`config.mk`:
```
export PLATFORM = sky130hd
export DESIGN_NAME = sw_input_conditioner
export DESIGN_NICKNAME = d
export VERILOG_FILES = /design/src/rtl/sw_input_conditioner.sv
export SDC_FILE = /design/constraint.sdc
export NUM_CORES = 1
export LEC_CHECK = 0
export ABC_AREA = 1
export BUFFER_PORTS_ARGS = -buffer_cell sky130_fd_sc_hd__buf_2
export CORE_MARGIN = 4
export CORE_UTILIZATION = 30
export DETAILED_ROUTE_END_ITERATION = 12
export SETUP_SLACK_MARGIN = 0.02
export SYNTH_ARGS = -nofsm -noshare
export SYNTH_HDL_FRONTEND = slang
export SYNTH_SLANG_ARGS = --single-unit
```
`constraint.sdc`:
```
create_clock -name clk -period 4.2 [get_ports clk]
set_clock_uncertainty 0.2 [all_clocks]
set_input_delay 0 -clock clk [delete_from_list [all_inputs] [get_ports clk]]
set_output_delay 0 -clock clk [all_outputs]
set_load 0.01 [all_outputs]
```
`src/rtl/sw_input_conditioner.sv`:
```
// Switch input conditioner: per-bit 2-flop sync + stable-count debounce.
// Ports: clk, reset (async active-low), sw_raw in; sw_clean, sw_changed, sw_valid out.
module sw_input_conditioner #(
  parameter int WIDTH           = 8,
  parameter int DEBOUNCE_CYCLES = 50000,
  parameter int CNT_W           = 16
) (
  input  logic             clk,
  input  logic             reset,
  input  logic [WIDTH-1:0] sw_raw,
  output logic [WIDTH-1:0] sw_clean,
  output logic             sw_changed,
  output logic             sw_valid
);

  localparam logic [CNT_W-1:0] CNT_MAX =
    CNT_W'(DEBOUNCE_CYCLES - 1);
  localparam int ST_W = $clog2(DEBOUNCE_CYCLES + 3);
  localparam logic [ST_W-1:0] ST_END =
    ST_W'(DEBOUNCE_CYCLES + 2);

  logic [WIDTH-1:0]            s1_q;
  logic [WIDTH-1:0]            s2_q;
  logic [WIDTH-1:0][CNT_W-1:0] cnt_q;
  logic [WIDTH-1:0][CNT_W-1:0] cnt_d;
  logic [WIDTH-1:0]            clean_q;
  logic [WIDTH-1:0]            clean_d;
  logic                        changed_q;
  logic                        changed_d;
  logic                        valid_q;
  logic                        valid_d;
  logic [ST_W-1:0]             st_q;
  logic [ST_W-1:0]             st_d;

  // Counter tracks how long s2 has disagreed with the accepted level.
  always_comb begin
    clean_d = clean_q;
    cnt_d   = cnt_q;
    for (int i = 0; i < WIDTH; i++) begin
      if (s2_q[i] == clean_q[i]) begin
        cnt_d[i] = '0;
      end else if (cnt_q[i] == CNT_MAX) begin
        clean_d[i] = s2_q[i];
        cnt_d[i]   = '0;
      end else begin
        cnt_d[i] = cnt_q[i] + CNT_W'(1);
      end
    end
  end

  // Startup timer freezes once valid is reached.
  always_comb begin
    st_d    = st_q;
    valid_d = valid_q;
    if (!valid_q) begin
      st_d    = st_q + ST_W'(1);
      valid_d = (st_d == ST_END);
    end
  end

  // Power-on settling updates are not reported as changes.
  always_comb begin
    changed_d = valid_q && (clean_d != clean_q);
  end

  always_ff @(posedge clk or negedge reset) begin
    if (!reset) begin
      s1_q      <= '0;
      s2_q      <= '0;
      cnt_q     <= '0;
      clean_q   <= '0;
      changed_q <= 1'b0;
      valid_q   <= 1'b0;
      st_q      <= '0;
    end else begin
      s1_q      <= sw_raw;
      s2_q      <= s1_q;
      cnt_q     <= cnt_d;
      clean_q   <= clean_d;
      changed_q <= changed_d;
      valid_q   <= valid_d;
      st_q      <= st_d;
    end
  end

  assign sw_clean   = clean_q;
  assign sw_changed = changed_q;
  assign sw_valid   = valid_q;

endmodule
```
Yosys cells after proc, flatten, opt, wreduce, memory -nomap -nowiden. Cells that the tools add are included.

Register bits: 170. Output and inout port bits: 10.

Add/sub/neg operators: 9. Equality and inequality tests: 18. Mux-type cells: 33. Reductions and logical operators: 1.

Operators with widths (number): two-way mux 16 bit (16); adder 16 x 1 -> 16 bit, second input constant (9); == test 16 bit, second input constant (9); two-way mux 1 bit (17); == test 1 bit (8); inequality test 8 bit (1); logical AND 1 bit (1).

Logic depth before layout (Yosys ltp).
Depth after elaboration: 5. Gate-level depth with buffers: 11. Gate-level depth less buffers: 11.

Least setup slack after synthesis. Ideal clock, no wire load.

Path kind: reg-to-reg. Start point: register cnt_q[64] in the netlist's numbering. End point: register cnt_q[78] in the netlist's numbering. Library setup time: 121 ps. Arrival time: 1327 ps. Setup slack: 2552 ps. Cell stages (with the launch flop): 9. Buffers on the path: 0. Cell sequence: dfrtp_1 > ha_1 > nand3_1 > nor3_2 > nand2_1 > nor2_2 > nand2_1 > o21ai_0 > nor2_1.

RTL lines: from (decl) (line 24) `logic [WIDTH-1:0][CNT_W-1:0] cnt_q;`; from (signal assigned) (line 78) `cnt_q <= cnt_d;`.

==> flow_summary_export.csv <==
group,metric,value,unit
placement,gp_congestion,0.793,
floorplanning,coreArea,0.0270,sq mm
clock_network,cts_tree,"built",
global_route,grtUsageTotal,10.6,%
worst_setup_path,critPathCapture,"cnt_q[30]$_DFF_PN0_",
finish,antenna_cells,0,
finish,post-route-util,35.0,%
floorplanning,fp-row-count,60,
route,ant_nets,0,
route,viasPerCell,4.48,
clock_network,cts-resized-gates,0,
route,drt-initial-drc-count,272,
worst_setup_path,reg2reg_to,"cnt_q[30]$_DFF_PN0_",
synthesis,yosysWarningCount,0,
floorplanning,die_area,0.0301,sq mm
synthesis,synth.net_count,1006,
timing,rsz0062_at_grt,"false",
synthesis,synthTopCellsByArea,"dfrtp_1 52%, nand2_1 8.3%, nor2_1 6.9%",
worst_setup_path,cp_max_fo,11,
synthesis,seq_area_frac_synth,51.7,%
synthesis,synthTopCellsByCount,"181 x nand2_1, 170 x dfrtp_1, 152 x nor2_1, 127 x inv_1, 61 x nand3_1",
finish,nNetsFinal,1053,
pwr,powerDensity,348,mW/mm^2
worst_setup_path,crit_start,"cnt_q[16]$_DFF_PN0_",
timing,setup_viol,0,
route,wl,15.1,mm
route,route.detailed.drc,0,
timing,fin_ws,2.27,ns
worst_setup_path,rrSetupSlack,2.27,ns
global_route,grt_first_pass_wirelength,27.2,mm
timing,hold_viol_final,0,
clock_network,holdBufCountCts,13,
pwr,leakagePower,4.22,nW
global_route,grt_pass1_vias,6147,
global_route,grt_overflow,0,
timing,max_freq,0.518,GHz
worst_setup_path,cp_data_arrival_time,2.04,ns
route,first_pass_iters,4,
worst_setup_path,end_kind,"flop",
synthesis,yosys.cell_count.top_type,"nand2_1",
timing,period_needed,1.93,ns
synthesis,synth_area,0.00822,sq mm
pwr,ir_worst_vdd,0.000260,V
clock_network,htree_levels,4,
clock_network,cts_buffers,17,
clock_network,cts_num_sinks,170,
placement,hpwl,10.7,mm
route,via_count,6201,
status,outcome,"complete, no violations",
floorplanning,dieHeight,174,um
synthesis,syn_avg_cell_area,8.34,sq um
clock_network,cts_max_path_buffers,2,
worst_setup_path,cp.required,4.31,ns
synthesis,async_reset_ff_share,100,%
synthesis,synth_top_area_share,51.7,%
synthesis,synth.largest_area_cell,"dfrtp_1",
worst_hold_path,hold_class,"in2async",
clock_network,clock_latency,0.42,ns
pwr,power,3.28,mW
worst_setup_path,r2r-start,"cnt_q[16]$_DFF_PN0_",
floorplanning,io_pins,20,
timing,finalCritPeriodShare,45.9,%
finish,multiInputGateArea,0.00346,sq mm
placement,port_buffers,19,
timing,slew_viol_final,0,
finish,syn_to_final_growth,14.7,%
timing,worst_pin_slew,0.892,ns
clock_network,clk_pin_slew,0.06,ns
worst_setup_path,path_class,"reg2reg",
synthesis,synth-edff-count,0,
clock_network,cts-root-buf,"clkbuf_16",
timing,setup-tns-final,0,ns
finish,postLayoutCellArea,0.00943,sq mm
finish,drive_above_1_share,8.63,%
synthesis,synth_flop_cell,"dfrtp_1",
global_route,antenna_found_initial,0,
global_route,grt_max_degree,97,
worst_setup_path,r2r_cells,8,
placement,dp_slack,2.26,ns
run,drv_cap,0,
finish,seqCellArea,0.00425,sq mm
finish,fill_cells,2737,
route,wl_per_cell,10.9,um
placement,placed_cell_area,0.00875,sq mm
synthesis,synthCells,986,
synthesis,yosysUniqueCellTypes,36,
clock_network,post-cts-setup-buffers,0,
timing,slew_headroom,40.5,%
worst_setup_path,start_kind,"flop",
floorplanning,initial_core_util,30.5,%
synthesis,ys_ff_latch,170,
floorplanning,dieWidth,174,um
-- cells in the final DEF (no fill, tap or decap), drive strengths merged, types with 9 or more instances in the layout --
| master | synthesis | final |
|---|---|---|
| nand4 | 23 | 23 |
| clkbuf | 3 | 20 |
| o21ai | 48 | 48 |
| ha | 10 | 10 |
| xor2 | 23 | 23 |
| nor3 | 43 | 43 |
| a21oi | 53 | 53 |
| inv | 129 | 129 |
| nor3b | 15 | 15 |
| nor2 | 167 | 167 |
| dlygate4sd3 | 0 | 13 |
| nand2 | 189 | 189 |
| dfrtp | 170 | 170 |
| nand3 | 63 | 63 |
| buf | 2 | 20 |
| xnor2 | 9 | 9 |
-- power breakdown --
group / switching [mW] / internal (mW)
Sequential: 0.0160 / 1.66
Combinational: 0.0768 / 0.0390
Clock: 0.612 / 0.876
Total: 0.705 / 2.58
-- worst max-delay path, cell delays in order, from the launching register on --
cell     delay [ns]
dfrtp_1        0.36
ha_1           0.19
nand3_1        0.15
nor2_1         0.17
nand2_1        0.10
nand2_1        0.29
inv_1          0.18
o21ai_0        0.11
nor2_1         0.06
-- metrics by stage --
stage	std cells	hold WS [ns]
6_report	1384	0.0165
5_1_grt	1384	0.0139
4_1_cts	1384	0.000901
3_5_place_dp	1342	-0.0907
3_3_place_gp	1342	-0.0918
2_1_floorplan	986	-0.496
-- logic make-up after synthesis --
| logic type | after synthesis | share of synthesized area [%] |
|---|---|---|
| simple gates | 512 | 28.4 |
| flops | 170 | 51.7 |
| buf+inv | 136 | 6.24 |
| compound gates | 118 | 7.64 |
| xor+xnor | 32 | 3.41 |
| fa+ha+maj | 10 | 1.52 |
| mux | 8 | 1.08 |
-- routing by layer --
layer | part of all wire (%) | up-vias | GRT usage [%]
li1 | - | 3296 | -
met1 | 51 | 2840 | 14.0
met2 | 46 | 55 | 17.3
met3 | 2.5 | 10 | 2.40
met4 | 1.2 | 0 | 3.13
met5 | 0 | - | 0
-- how the worst min path moves through the flow --
stage,to,slack [ns],cells past startpoint
3_3_place_gp,s1_q[6]$_DFF_PN0_,-0.09,1
6_report,cnt_q[102]$_DFF_PN0_,0.02,2
4_1_cts,s1_q[3]$_DFF_PN0_,0.0009,2
3_5_place_dp,s1_q[3]$_DFF_PN0_,-0.09,1
5_1_grt,s1_q[3]$_DFF_PN0_,0.01,2
2_1_floorplan,cnt_q[0]$_DFF_PN0_,-0.50,0
-- state kept, by name (all words and copies together), names as in the netlist --
name,count
cnt_q,128
st_q,16
s1_q,8
s2_q,8
sw_clean,8
sw_changed,1
sw_valid,1
-- area by class of cell --
| class | instances | share of cell area (%) |
|---|---|---|
| repair buffers | 33 | 2.67 |
| clock inverters | 9 | 1.07 |
| well taps | 341 | 4.52 |
| clock buffers | 20 | 4.74 |
| multi-input cells | 680 | 36.7 |
| flip-flops and latches | 170 | 45.1 |
| inverters | 131 | 5.21 |
Power figures use the tool's default switching activity.
